`config.mk`:
```
export PLATFORM = sky130hd
export DESIGN_NAME = ram_ctrl
export DESIGN_NICKNAME = d
export VERILOG_FILES = /design/src/rtl/ram_ctrl_pkg.sv /design/src/rtl/ram_ctrl_lane.sv /design/src/rtl/ram_ctrl.sv
export SDC_FILE = /design/constraint.sdc
export NUM_CORES = 1
export LEC_CHECK = 0
export CORE_AREA = 2 2 133 135
export CTS_BUF_LIST = sky130_fd_sc_hd__clkbuf_8
export CTS_CLUSTER_DIAMETER = 30
export DETAILED_ROUTE_END_ITERATION = 16
export DIE_AREA = 0 0 135 137
export DONT_BUFFER_PORTS = 1
export SYNTH_ARGS = -nofsm -noshare
export SYNTH_HDL_FRONTEND = slang
export SYNTH_SLANG_ARGS = --single-unit
```
`constraint.sdc`:
```
create_clock -name clk -period 2 [get_ports clk]
set_input_delay 0.3 -clock clk [delete_from_list [all_inputs] [get_ports clk]]
set_output_delay 0.3 -clock clk [all_outputs]
set_load 0.02 [all_outputs]
```
`src/rtl/ram_ctrl_pkg.sv`:
```
// Shared types for the RAM request scheduler: size codes, FSM states and
// the latched request record.
package ram_ctrl_pkg;

  localparam int unsigned REQ_ADDR_W = 32;
  localparam int unsigned REQ_DATA_W = 32;

  // Access size encodings carried on pN_req_size.
  localparam logic [1:0] SZ_BYTE = 2'd0;
  localparam logic [1:0] SZ_HALF = 2'd1;
  localparam logic [1:0] SZ_WORD = 2'd2;
  localparam logic [1:0] SZ_RSVD = 2'd3;

  typedef enum logic [1:0] {
    ST_IDLE   = 2'd0,
    ST_ACCESS = 2'd1,
    ST_RESP   = 2'd2
  } state_t;

  // One accepted request, held from the accept edge until the response.
  typedef struct packed {
    logic                  we;
    logic [1:0]            size;
    logic                  sgn;
    logic [REQ_ADDR_W-1:0] addr;
    logic [REQ_DATA_W-1:0] wdata;
  } req_t;

  // True when the access would run past the end of the RAM or uses the
  // reserved size code.
  function automatic logic req_is_bad(input logic [REQ_ADDR_W-1:0] addr,
                                      input logic [1:0] size,
                                      input logic [REQ_ADDR_W-1:0] max_addr);
    logic bad;
    bad = (addr > max_addr) || (size == SZ_RSVD);
    return bad;
  endfunction

endpackage

```
`src/rtl/ram_ctrl_lane.sv`:
```
// Byte-lane steering between the big-endian RAM word and right-aligned
// request/response data. Purely combinational.
module ram_ctrl_lane
  import ram_ctrl_pkg::*;
(
  input  logic [1:0]  i_size,
  input  logic        i_signed,
  input  logic [31:0] i_wdata,
  input  logic [31:0] i_ram_rdata,
  output logic [31:0] o_load_data,
  output logic [31:0] o_merge_data
);

  // Extract the addressed bytes for loads and merge store data into the
  // current word; the addressed byte always sits in bits [31:24].
  always_comb begin
    o_load_data  = 32'd0;
    o_merge_data = i_ram_rdata;
    case (i_size)
      SZ_BYTE: begin
        if (i_signed) begin
          o_load_data = {{24{i_ram_rdata[31]}}, i_ram_rdata[31:24]};
        end else begin
          o_load_data = {24'd0, i_ram_rdata[31:24]};
        end
        o_merge_data = {i_wdata[7:0], i_ram_rdata[23:0]};
      end
      SZ_HALF: begin
        if (i_signed) begin
          o_load_data = {{16{i_ram_rdata[31]}}, i_ram_rdata[31:16]};
        end else begin
          o_load_data = {16'd0, i_ram_rdata[31:16]};
        end
        o_merge_data = {i_wdata[15:0], i_ram_rdata[15:0]};
      end
      SZ_WORD: begin
        o_load_data  = i_ram_rdata;
        o_merge_data = i_wdata;
      end
      default: begin
        o_load_data  = 32'd0;
        o_merge_data = i_ram_rdata;
      end
    endcase
  end

endmodule

```
`src/rtl/ram_ctrl.sv`:
```
// Two-port round-robin scheduler in front of the data RAM. One request is
// in flight at a time: IDLE (accept) -> ACCESS (read/merge/write) -> RESP.
module ram_ctrl
  import ram_ctrl_pkg::*;
#(
  parameter int ADDR_WIDTH = 32,
  parameter int DATA_WIDTH = 32,
  parameter int MEM_BYTES  = 4096
) (
  input  logic                  clk,
  input  logic                  rst,
  input  logic                  p0_req_valid,
  output logic                  p0_req_ready,
  input  logic                  p0_req_we,
  input  logic [1:0]            p0_req_size,
  input  logic                  p0_req_signed,
  input  logic [ADDR_WIDTH-1:0] p0_req_addr,
  input  logic [DATA_WIDTH-1:0] p0_req_wdata,
  output logic                  p0_resp_valid,
  output logic [DATA_WIDTH-1:0] p0_resp_rdata,
  output logic                  p0_resp_err,
  input  logic                  p1_req_valid,
  output logic                  p1_req_ready,
  input  logic                  p1_req_we,
  input  logic [1:0]            p1_req_size,
  input  logic                  p1_req_signed,
  input  logic [ADDR_WIDTH-1:0] p1_req_addr,
  input  logic [DATA_WIDTH-1:0] p1_req_wdata,
  output logic                  p1_resp_valid,
  output logic [DATA_WIDTH-1:0] p1_resp_rdata,
  output logic                  p1_resp_err,
  output logic [ADDR_WIDTH-1:0] ram_r_addr,
  output logic [ADDR_WIDTH-1:0] ram_w_addr,
  output logic [DATA_WIDTH-1:0] ram_w_data,
  output logic                  ram_we,
  input  logic [DATA_WIDTH-1:0] ram_r_data
);

  // Highest legal start address for a 4-byte RAM access.
  localparam logic [ADDR_WIDTH-1:0] LP_MAX_ADDR = ADDR_WIDTH'(MEM_BYTES - 4);

  state_t                r_state;
  state_t                w_next_state;
  req_t                  r_req;
  logic                  r_port;
  logic                  r_last_grant;
  logic                  r_p0_resp_valid;
  logic                  r_p1_resp_valid;
  logic [DATA_WIDTH-1:0] r_p0_resp_rdata;
  logic [DATA_WIDTH-1:0] r_p1_resp_rdata;
  logic                  r_p0_resp_err;
  logic                  r_p1_resp_err;

  logic                  w_any_req;
  logic                  w_win;
  logic                  w_accept;
  logic                  w_err;
  req_t                  w_sel_req;
  logic [DATA_WIDTH-1:0] w_load_data;
  logic [DATA_WIDTH-1:0] w_merge_data;
  logic [DATA_WIDTH-1:0] w_resp_data;

  ram_ctrl_lane u_lane (
    .i_size       (r_req.size),
    .i_signed     (r_req.sgn),
    .i_wdata      (r_req.wdata),
    .i_ram_rdata  (ram_r_data),
    .o_load_data  (w_load_data),
    .o_merge_data (w_merge_data)
  );

  // Round-robin pick: a sole requester wins, a tie goes away from the last grant.
  always_comb begin
    w_any_req = 1'b0;
    w_win     = 1'b0;
    if (p0_req_valid && p1_req_valid) begin
      w_any_req = 1'b1;
      w_win     = ~r_last_grant;
    end else if (p0_req_valid) begin
      w_any_req = 1'b1;
      w_win     = 1'b0;
    end else if (p1_req_valid) begin
      w_any_req = 1'b1;
      w_win     = 1'b1;
    end else begin
      w_any_req = 1'b0;
      w_win     = 1'b0;
    end
  end

  // Mux the winning port's request fields for latching.
  always_comb begin
    w_sel_req = '0;
    if (w_win) begin
      w_sel_req = '{we: p1_req_we, size: p1_req_size, sgn: p1_req_signed,
                    addr: p1_req_addr, wdata: p1_req_wdata};
    end else begin
      w_sel_req = '{we: p0_req_we, size: p0_req_size, sgn: p0_req_signed,
                    addr: p0_req_addr, wdata: p0_req_wdata};
    end
  end

  assign w_accept    = (r_state == ST_IDLE) && w_any_req;
  assign w_err       = req_is_bad(r_req.addr, r_req.size, LP_MAX_ADDR);
  assign w_resp_data = (w_err || r_req.we) ? '0 : w_load_data;

  assign ram_r_addr    = r_req.addr;
  assign ram_w_addr    = r_req.addr;
  assign ram_w_data    = w_merge_data;
  assign p0_resp_valid = r_p0_resp_valid;
  assign p1_resp_valid = r_p1_resp_valid;
  assign p0_resp_rdata = r_p0_resp_rdata;
  assign p1_resp_rdata = r_p1_resp_rdata;
  assign p0_resp_err   = r_p0_resp_err;
  assign p1_resp_err   = r_p1_resp_err;

  // Next-state, ready and write-enable decode; the write is gated by rst so a
  // reset landing in ACCESS never commits.
  always_comb begin
    w_next_state = r_state;
    p0_req_ready = 1'b0;
    p1_req_ready = 1'b0;
    ram_we       = 1'b0;
    case (r_state)
      ST_IDLE: begin
        p0_req_ready = w_any_req & ~w_win;
        p1_req_ready = w_any_req & w_win;
        if (w_any_req) begin
          w_next_state = ST_ACCESS;
        end else begin
          w_next_state = ST_IDLE;
        end
      end
      ST_ACCESS: begin
        ram_we       = r_req.we & ~w_err & ~rst;
        w_next_state = ST_RESP;
      end
      ST_RESP: begin
        w_next_state = ST_IDLE;
      end
      default: begin
        w_next_state = ST_IDLE;
      end
    endcase
  end

  // FSM state register.
  always_ff @(posedge clk) begin
    if (rst) begin
      r_state <= ST_IDLE;
    end else begin
      r_state <= w_next_state;
    end
  end

  // Latch the winning request and remember who was granted.
  always_ff @(posedge clk) begin
    if (rst) begin
      r_req        <= '0;
      r_port       <= 1'b0;
      r_last_grant <= 1'b1;
    end else if (w_accept) begin
      r_req        <= w_sel_req;
      r_port       <= w_win;
      r_last_grant <= w_win;
    end
  end

  // Response registers: loaded at the end of ACCESS for the granted port only;
  // data and error hold between responses, valid is a single-cycle pulse.
  always_ff @(posedge clk) begin
    if (rst) begin
      r_p0_resp_valid <= 1'b0;
      r_p1_resp_valid <= 1'b0;
      r_p0_resp_rdata <= '0;
      r_p1_resp_rdata <= '0;
      r_p0_resp_err   <= 1'b0;
      r_p1_resp_err   <= 1'b0;
    end else begin
      r_p0_resp_valid <= 1'b0;
      r_p1_resp_valid <= 1'b0;
      if (r_state == ST_ACCESS) begin
        if (r_port) begin
          r_p1_resp_valid <= 1'b1;
          r_p1_resp_rdata <= w_resp_data;
          r_p1_resp_err   <= w_err;
        end else begin
          r_p0_resp_valid <= 1'b1;
          r_p0_resp_rdata <= w_resp_data;
          r_p0_resp_err   <= w_err;
        end
      end
    end
  end

endmodule

```
==> flow_metrics.env, run 1 <==
export IMPL_vdd_drop_max_uv=472
export IMPL_final_setup_violating_endpoints=13
export IMPL_mappedNetlistArea_sq_mm=0.00668
export IMPL_floorplan_die_area_sq_mm=0.0185
export IMPL_yosys_cell_types_count=55
export IMPL_syn_num_nets=924
export IMPL_htree_levels=4
export IMPL_grt_pass1_wl_um=35100
export IMPL_synth_sequential_area_ratio_pct=42.0
export IMPL_area_growth_syn_to_layout_pct=14.9
export IMPL_buffer_ports_inserted=0
export IMPL_yosysTopAreaCellShare_pct=42.0
export IMPL_synthesis_yosys_warnings=0
export IMPL_postSynth_asyncResetShare_pct=0
export IMPL_synth_seq_cells=140
export IMPL_syn_mean_instance_area_sq_um=8.88
export IMPL_yosys_area_top_type="sky130_fd_sc_hd__dfxtp_1"
export IMPL_cellLeakagePower_nw=2.88
export IMPL_ios=339
export IMPL_maxCapViolations=0
export IMPL_power_density_mw_per_mm2=946
export IMPL_gp_congestion=0.896
export IMPL_drt_initial_drc_count=742
export IMPL_violations_in_the_final_reports="negative setup slack"
export IMPL_num_antenna_cells=0
export IMPL_overflow=0
export IMPL_initial_core_util_pct=39.2
export IMPL_groute_usage_overall_pct=25.2
export IMPL_detail_route_antenna_nets=0
export IMPL_setup_worst_path_start_class="flip-flop"
export IMPL_post_route_standard_cell_area_excluding_fillers_sq_mm=0.00767
export IMPL_max_freq_mhz=479
export IMPL_vias_in_the_first_global_route=5843
export IMPL_final_max_slew_violation_count=0
export IMPL_grt_setup_unrepaired="true"
export IMPL_drc_errors=0
export IMPL_setup_total_negative_slack_ns=-0.290
export IMPL_source_to_sink_clock_delay_at_the_later_pin_of_the_worst_skew_pair_ns=0.46
export IMPL_synth_ff_type="sky130_fd_sc_hd__dfxtp_1"
export IMPL_routed_wl_um=24000
export IMPL_via_count=5979
export IMPL_firstDrtPassIters=8
export IMPL_row_count=48
export IMPL_cts_tree="built"
export IMPL_clk_transition_reported_paths_ns=0.09
export IMPL_dp_slack_ns=0.0286
export IMPL_hold_path_class="input pin to flip-flop"
export IMPL_path_class="flip-flop to output pin"
export IMPL_max_slew_worst_pin_slew_ns=0.818
export IMPL_cts_root_to_sink_buffers=2
export IMPL_wl_per_cell_um=24.8
export IMPL_dieHeight_um=137
export IMPL_cells_taking_the_most_area_after_synthesis="sky130_fd_sc_hd__dfxtp_1 (42%), sky130_fd_sc_hd__a222oi_1 (8.4%), sky130_fd_sc_hd__buf_4 (7.2%)"
export IMPL_fin_crit_sh_pct=104
export IMPL_critPathRequiredTime_ns=1.70
export IMPL_vias_per_cell=6.18
export IMPL_syn_instance_count=752
export IMPL_synth_enable_flop_cells=0
export IMPL_drive_above_1_share_pct=21.3
export IMPL_report_final_hold_viol_count=0
export IMPL_core_area_sq_mm=0.0171
export IMPL_status="finished, violations left"
export IMPL_timing_critical_path_arrival_ns=1.79
export IMPL_cts_root_buf="sky130_fd_sc_hd__clkbuf_8"
export IMPL_place_detailed_hpwl_um=18000
export IMPL_finalWorstPathRequiredPeriod_ns=2.09
export IMPL_die_x_um=135
export IMPL_num_nets_final=902
export IMPL_fin_worst_skew_ns=0.0181
export IMPL_layout_setup_ws_ns=-0.0859
export IMPL_grt_start_max_net_pins=74
export IMPL_cts_sinks=140
export IMPL_cts_buffers=17
export IMPL_max_slew_margin_rel_pct=45.0
export IMPL_critPathMaxFanout=2
export IMPL_place_area_sq_mm=0.00677
export IMPL_critical_path_endpoint_type="output pin"
export IMPL_antenna_found_initial=0
==> Yosys cell counts, types with 4 or more instances <==
cell type                    n
sky130_fd_sc_hd__mux2_2     16
sky130_fd_sc_hd__buf_4      64
sky130_fd_sc_hd__nand2_1    92
sky130_fd_sc_hd__mux2i_1    14
sky130_fd_sc_hd__o21ai_1    13
sky130_fd_sc_hd__nor2b_1     9
sky130_fd_sc_hd__o41ai_1     4
sky130_fd_sc_hd__a21o_1     10
sky130_fd_sc_hd__nand4_1     4
sky130_fd_sc_hd__buf_2      16
sky130_fd_sc_hd__o211ai_1    8
sky130_fd_sc_hd__mux4_2      8
sky130_fd_sc_hd__and2_1      6
sky130_fd_sc_hd__a21oi_1    15
sky130_fd_sc_hd__buf_1       6
sky130_fd_sc_hd__dfxtp_1   140
sky130_fd_sc_hd__nand2b_1   20
sky130_fd_sc_hd__a31oi_1     8
sky130_fd_sc_hd__a222oi_1   56
sky130_fd_sc_hd__nand3b_1    7
sky130_fd_sc_hd__clkbuf_1   41
sky130_fd_sc_hd__nor4_1      4
sky130_fd_sc_hd__nor2_1     78
sky130_fd_sc_hd__o21ai_0    48
sky130_fd_sc_hd__a211oi_1   22
==> cell usage in the layout, fill, tap and decap left out, types with 4 or more instances in the layout <==
master,synthesis,final
sky130_fd_sc_hd__a21o_1,10,10
sky130_fd_sc_hd__and2_1,6,5
sky130_fd_sc_hd__nand2b_1,20,20
sky130_fd_sc_hd__a31oi_1,8,8
sky130_fd_sc_hd__buf_12,0,4
sky130_fd_sc_hd__a21oi_1,15,15
sky130_fd_sc_hd__dlygate4sd3_1,0,14
sky130_fd_sc_hd__o21ai_1,13,13
sky130_fd_sc_hd__nand4_1,4,4
sky130_fd_sc_hd__o21ai_0,48,47
sky130_fd_sc_hd__nor2_1,78,75
sky130_fd_sc_hd__mux2i_1,14,14
sky130_fd_sc_hd__clkbuf_8,0,17
sky130_fd_sc_hd__dfxtp_1,140,137
sky130_fd_sc_hd__buf_4,64,61
sky130_fd_sc_hd__o211ai_1,8,8
sky130_fd_sc_hd__nand3b_1,7,7
sky130_fd_sc_hd__o41ai_1,4,4
sky130_fd_sc_hd__a211oi_1,22,22
sky130_fd_sc_hd__nor2b_1,9,8
sky130_fd_sc_hd__nand2_1,92,91
sky130_fd_sc_hd__a222oi_1,56,56
sky130_fd_sc_hd__mux4_2,8,8
sky130_fd_sc_hd__nor4_2,0,4
sky130_fd_sc_hd__bufinv_16,0,4
sky130_fd_sc_hd__mux2_4,0,16
==> layout make-up <==
cell class / count / area, sq um
Timing Repair Buffer: 88 / 867
Clock buffer: 17 / 234
Sequential cell: 140 / 2810
Inverter: 2 / 7.51
Multi-Input combinational cell: 481 / 3280
Tap cell: 225 / 282
Clock inverter: 14 / 193
Fill cell: 1679 / 9380
==> worst paths after layout <==
check | startpoint | to | slack, ns | depth (start not counted)
worst max-delay path | ram_r_addr[12]$_SDFFE_PP0P_ | ram_we | -0.09 | 5
worst min-delay path | p1_req_wdata[20] | r_req[20]$_SDFFE_PP0P_ | 0.02 | 2
worst max register to register | ram_r_addr[12]$_SDFFE_PP0P_ | p0_resp_rdata[21]$_SDFFE_PP0P_ | 0.13 | 6
worst min register to register | r_req[9]$_SDFFE_PP0P_ | r_req[9]$_SDFFE_PP0P_ | 0.52 | 2
==> power breakdown <==
group,switching [mW],internal (mW)
Sequential,0.156,2.93
Clock,1.14,1.36
Combinational,0.994,0.679
Total,2.29,4.97
==> worst max-delay path, cell delays in order (launching register included) <==
cell and delay (ns):
sky130_fd_sc_hd__dfxtp_1 0.32, sky130_fd_sc_hd__or4_4 0.54, sky130_fd_sc_hd__a21oi_4 0.17, sky130_fd_sc_hd__nand2_2 0.10
sky130_fd_sc_hd__nor2_4 0.10, sky130_fd_sc_hd__buf_6 0.12
==> registers in the layout, summed over array words and instances, names as in the netlist <==
name / cells
p0_resp_valid: 1
r_port: 1
p0_resp_rdata: 32
p1_resp_err: 1
p0_resp_err: 1
p1_resp_rdata: 32
r_last_grant: 1
ram_r_addr: 32
p1_resp_valid: 1
r_state: 2
r_req: 36
==> layer usage <==
metal,track usage [%],wire length [um],share of wire [%],vias up
met5,0,0,0,-
met2,40.3,11200,47,396
met1,32.7,9770,41,2872
met3,6.44,2270,9.5,54
li1,-,-,-,2657
met4,10.2,686,2.9,0
==> metrics by stage <==
stage	total power, mW	std cells	util (%)	hold slack [ns]
3_3_place_gp	4.59	913	39.7	0.379
3_5_place_dp	4.62	913	39.7	0.376
5_1_grt	7.57	967	45.0	0.00369
2_1_floorplan	4.33	752	-	0.450
4_1_cts	7.27	965	44.6	0.0000670
6_report	7.26	967	45.0	0.0195
==> logic make-up after synthesis <==
| family | share of synthesized area [%] |
|---|---|
| AND/OR/NAND/NOR | 17.6 |
| buffers and inverters | 11.4 |
| multiplexers | 7.49 |
| AO/OA/AOI/OAI | 21.5 |
| flip-flops | 42.0 |
==> what timing repair did <==
| item | CTS | global route |
|---|---|---|
| setup endpoints to repair | 33 | 38 |
| pin swaps | 2 | 1 |
| buffers inserted | 5 | 0 |
| hold buffers | 13 | 2 |
| gates resized for setup | 33 | 9 |
| endpoints found under the hold margin | 73 | 2 |
| gates cloned | 3 | 0 |
(Power assumes the default switching activity.)
==> run 2: changes to the inputs <==
--- a/config.mk
+++ b/config.mk
@@ -5,12 +5,12 @@
 export SDC_FILE = /design/constraint.sdc
 export NUM_CORES = 1
 export LEC_CHECK = 0
-export CORE_AREA = 2 2 133 135
-export CTS_BUF_LIST = sky130_fd_sc_hd__clkbuf_8
+export CORE_AREA = 2 2 130 132
 export CTS_CLUSTER_DIAMETER = 30
 export DETAILED_ROUTE_END_ITERATION = 16
-export DIE_AREA = 0 0 135 137
+export DIE_AREA = 0 0 132 134
 export DONT_BUFFER_PORTS = 1
+export SETUP_SLACK_MARGIN = 0.05
 export SYNTH_ARGS = -nofsm -noshare
 export SYNTH_HDL_FRONTEND = slang
 export SYNTH_SLANG_ARGS = --single-unit
==> run 2 against run 1 <==
The flow still finishes with violations (negative setup slack). Clock skew fell by 0.0073 ns. Die area fell by 4.4%. Wire length fell by 0.49%. Fmax fell by 0.42%. Register-to-register slack got worse by 0.04 ns. Critical path depth did not move. Clock power rose by 29%. Worst hold slack improved by 0.032 ns. Global-route usage rose by 0.17 points. Non-clock buffer count fell by 12. Critical path type unchanged. Largest cell class unchanged. Highest routed layer unchanged.
==> flow_metrics.env, run 2 (synthesis gave the netlist of run 1 again) <==
export IMPL_status="finished, violations left"
export IMPL_violations_in_the_final_reports="negative setup slack"
export IMPL_via_count=5915
export IMPL_clk_transition_reported_paths_ns=0.06
export IMPL_wl_per_cell_um=25.1
export IMPL_gp_congestion=0.897
export IMPL_firstDrtPassIters=9
export IMPL_drt_initial_drc_count=617
export IMPL_grt_start_max_net_pins=74
export IMPL_grt_setup_unrepaired="true"
export IMPL_fraction_of_the_core_area_covered_by_cells_at_the_end_of_the_flow_pct=47.7
export IMPL_buffer_ports_inserted=0
export IMPL_overflow=0
export IMPL_initial_core_util_pct=41.0
export IMPL_final_total_power_mw=8.00
export IMPL_post_route_standard_cell_area_excluding_fillers_sq_mm=0.00777
export IMPL_power_density_mw_per_mm2=1030
export IMPL_top_register="r_req"
export IMPL_maxCapViolations=0
export IMPL_dieHeight_um=134
export IMPL_place_area_sq_mm=0.00681
export IMPL_drc_errors=0
export IMPL_max_freq_mhz=477
export IMPL_layout_setup_ws_ns=-0.0946
export IMPL_groute_usage_overall_pct=25.4
export IMPL_largest_reg_flops=36
export IMPL_core_area_sq_mm=0.0163
export IMPL_max_slew_worst_pin_slew_ns=0.547
export IMPL_routed_wl_um=23800
export IMPL_cts_root_buf="sky130_fd_sc_hd__clkbuf_16"
export IMPL_grt_pass1_wl_um=34100
export IMPL_finalWorstPathRequiredPeriod_ns=2.09
export IMPL_report_final_hold_viol_count=0
export IMPL_final_setup_violating_endpoints=1
export IMPL_row_count=47
export IMPL_critPathMaxFanout=5
export IMPL_vias_in_the_first_global_route=5610
export IMPL_source_to_sink_clock_delay_at_the_later_pin_of_the_worst_skew_pair_ns=0.42
export IMPL_layout_commonest_cell="sky130_fd_sc_hd__dfxtp_1"
export IMPL_finalHoldWorstSlack_ns=0.0510
export IMPL_die_x_um=132
export IMPL_dp_slack_ns=0.0726
export IMPL_detail_route_antenna_nets=0
export IMPL_critPathRequiredTime_ns=1.70
export IMPL_htree_levels=4
export IMPL_fin_crit_sh_pct=105
export IMPL_final_max_slew_violation_count=0
export IMPL_setup_worst_path_start_class="flip-flop"
export IMPL_critical_path_endpoint_type="output pin"
export IMPL_vias_per_cell=6.21
export IMPL_vdd_drop_max_uv=576
export IMPL_timing_critical_path_arrival_ns=1.79
export IMPL_highest_count_cells_in_the_layout_ignoring_fill_and_taps="sky130_fd_sc_hd__dfxtp_1 (136), sky130_fd_sc_hd__nand2_1 (91), sky130_fd_sc_hd__nor2_1 (74)"
export IMPL_fin_worst_skew_ns=0.0108
export IMPL_dp_cells=909
export IMPL_drive_above_1_share_pct=21.9
export IMPL_cts_tree="built"
export IMPL_cts_root_to_sink_buffers=2
export IMPL_post_layout_nonfiller_instances=952
export IMPL_antenna_found_initial=0
export IMPL_place_detailed_hpwl_um=17600
export IMPL_max_slew_margin_rel_pct=63.1
export IMPL_hold_path_class="input pin to flip-flop"
export IMPL_floorplan_die_area_sq_mm=0.0177
export IMPL_setup_total_negative_slack_ns=-0.0946
export IMPL_num_nets_final=890
export IMPL_path_class="flip-flop to output pin"
export IMPL_cellLeakagePower_nw=2.93
export IMPL_cts_sinks=140
export IMPL_ios=339
export IMPL_cts_buffers=17
export IMPL_area_growth_syn_to_layout_pct=16.4
[run 2: cell count changes in the layout (fill, tap and decap cells not counted), sizes merged]
cell	before	now
bufbuf	3	1
dlygate4sd3	14	0
clkinv	4	3
clkbuf	17	22
bufinv	4	2
inv	5	8
clkinvlp	3	2
buf	71	72
diode	0	1
[run 2: cell type report]
cell class                      count  area [sq um]
Tap cell                          220           275
Multi-Input combinational cell    481          3280
Timing Repair Buffer               76           787
Clock inverter                     13           155
Antenna cell                        1          2.50
Clock buffer                       19           453
Inverter                            2          7.51
Sequential cell                   140          2810
Fill cell                        1545          8520
[run 2: path summary, 6_finish.rpt]
check / startpoint / to / slack, ns / depth (start not counted)
setup / recovery: r_state[0]$_SDFF_PP0_ / ram_we / -0.09 / 5
hold / removal: p0_req_wdata[16] / r_req[16]$_SDFFE_PP0P_ / 0.05 / 2
setup reg to reg: ram_r_addr[18]$_SDFFE_PP0P_ / p0_resp_rdata[3]$_SDFFE_PP0P_ / 0.09 / 8
hold reg to reg: r_last_grant$_SDFFE_PP1P_ / r_last_grant$_SDFFE_PP1P_ / 0.49 / 1
[run 2: worst max-delay path, stage by stage, from the launching register on]
cell	delay, ns
sky130_fd_sc_hd__dfxtp_1	0.38
sky130_fd_sc_hd__or3b_2	0.51
sky130_fd_sc_hd__inv_1	0.10
sky130_fd_sc_hd__nand3_1	0.12
sky130_fd_sc_hd__nor2_4	0.15
sky130_fd_sc_hd__buf_6	0.12
[run 2: layer usage]
layer  GRT usage (%)  wire, um  share of wire, %
met4            8.76       713               3.0
met1            31.3      9440                40
met5               0         0                 0
met2            41.3     11300                47
met3            9.15      2430                10
[run 2: timing repair]
action | CTS | global route
pin swaps | 3 | 1
setup buffers | 5 | 0
hold endpoints to repair | 73 | 0
hold buffers | 1 | 0
resized for setup | 24 | 23
setup endpoints to repair | 32 | 54
gates cloned | 1 | 3
[run 2: power breakdown]
part / internal [mW] / switching (mW) / total (mW)
clock: 1.94 / 1.28 / 3.22
combinational: 0.679 / 1.01 / 1.69
sequential: 2.94 / 0.154 / 3.09
total: 5.55 / 2.45 / 8.00
==> run 3: changes to the inputs <==
--- a/config.mk
+++ b/config.mk
@@ -5,10 +5,11 @@
 export SDC_FILE = /design/constraint.sdc
 export NUM_CORES = 1
 export LEC_CHECK = 0
-export CORE_AREA = 2 2 130 132
-export CTS_CLUSTER_DIAMETER = 30
+export ABC_AREA = 1
+export CORE_AREA = 2 2 132 134
+export CTS_CLUSTER_DIAMETER = 60
 export DETAILED_ROUTE_END_ITERATION = 16
-export DIE_AREA = 0 0 132 134
+export DIE_AREA = 0 0 134 136
 export DONT_BUFFER_PORTS = 1
 export SETUP_SLACK_MARGIN = 0.05
 export SYNTH_ARGS = -nofsm -noshare
==> run 3 against run 2 <==
The flow now finishes without violations. Sequential power increased by 6.8%. Synthesized cell count is 27% higher. Clock-buffer cell count fell by 1. Combinational power is 11% higher. Fmax grew 7.3%. Cell area grew 6.7%. First-iteration DRC count fell by 4.1%. Via count increased by 13%. Die area is 3.0% higher. Clock power is 8.1% higher. Core utilization rose by 1.4 points. Power is 8.1% higher. Critical path type unchanged.
==> flow_metrics.env, run 3 <==
export IMPL_timing_rr_end="r_req[64]$_SDFFE_PP0P_"
export IMPL_largest_reg_flops=36
export IMPL_finalHoldWorstSlack_ns=0.0242
export IMPL_cts_sinks=140
export IMPL_core_area_sq_mm=0.0169
export IMPL_grt_start_max_net_pins=75
export IMPL_cts_buffers=17
export IMPL_regToRegStartpoint="r_state[0]$_SDFF_PP0_"
export IMPL_drive_above_1_share_pct=23.1
export IMPL_top_register="r_req"
export IMPL_use_met1_pct=32.8
export IMPL_area_growth_syn_to_layout_pct=18.8
export IMPL_post_layout_nonfiller_instances=1173
export IMPL_status="complete, no violations"
export IMPL_max_freq_mhz=512
export IMPL_dieHeight_um=136
export IMPL_timing_reg2reg_worst_path_depth=7
export IMPL_finalWorstPathRequiredPeriod_ns=1.95
export IMPL_via_count=6659
export IMPL_antenna_found_initial=0
export IMPL_synth_enable_flop_cells=0
export IMPL_yosys_cell_types_count=29
export IMPL_htree_levels=4
export IMPL_hold_path_class="input pin to flip-flop"
export IMPL_power_density_mw_per_mm2=1040
export IMPL_final_max_slew_violation_count=0
export IMPL_postSynth_asyncResetShare_pct=0
export IMPL_place_detailed_hpwl_um=18000
export IMPL_row_count=48
export IMPL_vdd_drop_max_uv=584
export IMPL_holdCritStartpoint="p0_req_addr[29]"
export IMPL_vias_per_cell=5.68
export IMPL_setup_worst_path_start="r_req[65]$_SDFFE_PP0P_"
export IMPL_max_slew_worst_pin_slew_ns=0.465
export IMPL_die_x_um=134
export IMPL_yosysMostFrequentCell="sky130_fd_sc_hd__nand2_1"
export IMPL_floorplan_die_area_sq_mm=0.0182
export IMPL_final_total_power_mw=8.65
export IMPL_final_setup_violating_endpoints=0
export IMPL_grtUsageMet2_pct=42.8
export IMPL_yosysTopAreaCellShare_pct=40.1
export IMPL_critPathRequiredTime_ns=1.70
export IMPL_yosys_area_top_type="sky130_fd_sc_hd__dfxtp_1"
export IMPL_setup_worst_path_start_class="flip-flop"
export IMPL_report_final_hold_viol_count=0
export IMPL_grt_setup_unrepaired="true"
export IMPL_num_antenna_cells=0
export IMPL_cts_root_to_sink_buffers=2
export IMPL_cellLeakagePower_nw=3.20
export IMPL_fraction_of_the_core_area_covered_by_cells_at_the_end_of_the_flow_pct=49.1
export IMPL_path_class="flip-flop to output pin"
export IMPL_buffer_ports_inserted=0
export IMPL_drc_errors=0
export IMPL_synth_seq_cells=140
export IMPL_gp_congestion=0.872
export IMPL_critPathMaxFanout=10
export IMPL_leading_post_synthesis_cells_by_instance_count="sky130_fd_sc_hd__nand2_1 (299), sky130_fd_sc_hd__dfxtp_1 (140), sky130_fd_sc_hd__a21oi_1 (80)"
export IMPL_overflow=0
export IMPL_drt_initial_drc_count=592
export IMPL_grt_use_met3_pct=8.99
export IMPL_critical_path_endpoint_type="output pin"
export IMPL_wl_per_cell_um=22.2
export IMPL_gr_max_usage_layer="met2"
export IMPL_vias_in_the_first_global_route=6044
export IMPL_routed_wl_um=26100
export IMPL_synthAdderAreaFrac_pct=0
export IMPL_syn_instance_count=956
export IMPL_maxCapViolations=0
export IMPL_worst_hold_path_endpoint="ram_r_addr[29]$_SDFFE_PP0P_"
export IMPL_regToRegSetupSlack_ns=0.22
export IMPL_clk_transition_reported_paths_ns=0.06
export IMPL_mappedNetlistArea_sq_mm=0.00698
export IMPL_dp_cells=1114
export IMPL_syn_num_nets=1128
export IMPL_grt_pass1_wl_um=35900
export IMPL_largest_family_of_logic_cells_by_synthesized_area="simple AND/OR/NAND/NOR gates"
export IMPL_fin_crit_sh_pct=97.6
export IMPL_syn_mean_instance_area_sq_um=7.31
export IMPL_fin_worst_skew_ns=0.0116
export IMPL_synthesis_yosys_warnings=0
export IMPL_source_to_sink_clock_delay_at_the_later_pin_of_the_worst_skew_pair_ns=0.43
export IMPL_detail_route_antenna_nets=0
export IMPL_layout_commonest_cell="sky130_fd_sc_hd__nand2_1"
export IMPL_groute_usage_overall_pct=26.3
export IMPL_num_nets_final=1107
export IMPL_compound_gate_portion_of_the_synthesized_area_pct=22.4
export IMPL_initial_core_util_pct=41.4
export IMPL_synth_sequential_area_ratio_pct=40.1
export IMPL_cells_taking_the_most_area_after_synthesis="sky130_fd_sc_hd__dfxtp_1 (40%), sky130_fd_sc_hd__nand2_1 (16%), sky130_fd_sc_hd__buf_4 (7.3%)"
export IMPL_synth_ff_type="sky130_fd_sc_hd__dfxtp_1"
export IMPL_ios=339
export IMPL_max_slew_margin_rel_pct=69.0
export IMPL_fillCellCount=1701
export IMPL_cts_tree="built"
export IMPL_synth_xor_area_share_pct=0
export IMPL_yosys_mux_area_fraction_pct=0
export IMPL_cts_root_buf="sky130_fd_sc_hd__clkbuf_16"
export IMPL_hold_path_depth=2
export IMPL_timing_critical_path_arrival_ns=1.65
export IMPL_synth_simple_gate_area_share_pct=23.8
export IMPL_highest_count_cells_in_the_layout_ignoring_fill_and_taps="sky130_fd_sc_hd__nand2_1 (282), sky130_fd_sc_hd__dfxtp_1 (135), sky130_fd_sc_hd__a21oi_1 (80)"
export IMPL_firstDrtPassIters=5
[run 3: cell count changes after synthesis, sizes merged, moves of 20 or more]
cell | before | now
a21oi | 16 | 80
nand2b | 20 | 0
o21ai | 61 | 82
inv | 2 | 33
nand3 | 6 | 37
nor2 | 79 | 28
nand2 | 92 | 300
a222oi | 56 | 0
o211ai | 8 | 39
a211oi | 22 | 0
a31oi | 8 | 56
[run 3: repair_timing]
item / CTS / global route
gates cloned: 2 / 6
hold buffers: 1 / 0
setup endpoints to repair: 34 / 23
hold endpoints to repair: 74 / 0
pin swaps: 6 / 16
buffers inserted: 3 / 15
gates resized for setup: 32 / 49
[run 3: how the worst max path moves through the flow]
stage	end	slack (ns)	cells after the start
finish	ram_w_data[30]	0.05	8
global route	ram_w_data[3]	-0.04	5
CTS	ram_w_data[30]	0.02	7
detailed placement	ram_w_data[21]	0.08	5
global placement	ram_w_data[19]	0.15	5
floorplan	ram_w_data[14]	0.17	6
[run 3: logic make-up after synthesis]
group                  Yosys count
buffers and inverters          168
AO/OA/AOI/OAI                  264
AND/OR/NAND/NOR                384
flip-flops                     140
[run 3: layout make-up]
| cell class | count | area, sq um | share of cell area [%] |
|---|---|---|---|
| multi-input combinational | 648 | 3410 | 41.1 |
| sequential | 140 | 2810 | 33.9 |
| timing repair buffer | 94 | 997 | 12.0 |
| clock buffer | 18 | 439 | 5.29 |
| tap | 225 | 282 | 3.39 |
| clock inverter | 14 | 204 | 2.46 |
| inverter | 33 | 144 | 1.73 |
| timing repair inverter | 1 | 8.76 | 0.106 |
[run 3: report_power, final]
part           switching (mW)  total (mW)  internal [mW]
clock                    1.33        3.48           2.15
sequential              0.282        3.30           3.01
combinational            1.21        1.87          0.662
[run 3: per-stage QoR]
stage / worst slack [ns] / TNS (ns) / instance area [sq um]
final: 0.0486 / 0 / 8290
after global routing: -0.0354 / -0.126 / 8290
after CTS: 0.0181 / 0 / 7910
after detailed placement: 0.0826 / 0 / 7060
after global placement: 0.150 / 0 / 7060
after floorplan: 0.166 / 0 / 6980
[run 3: routing by layer]
layer | up-vias | routed length, um
li1 | 3117 | -
met1 | 3142 | 10800
met2 | 355 | 12200
met3 | 45 | 2550
met4 | 0 | 537
met5 | - | 0
[run 3: critical path, cell delays in order, from the launching register on]
cell and delay, ns:
sky130_fd_sc_hd__dfxtp_4 0.40, sky130_fd_sc_hd__inv_2 0.06, sky130_fd_sc_hd__nor2_4 0.17, sky130_fd_sc_hd__buf_12 0.13, sky130_fd_sc_hd__clkinv_8 0.07, sky130_fd_sc_hd__nor2_4 0.09, sky130_fd_sc_hd__a221oi_2 0.04, sky130_fd_sc_hd__o21ai_1 0.10
sky130_fd_sc_hd__buf_4 0.18
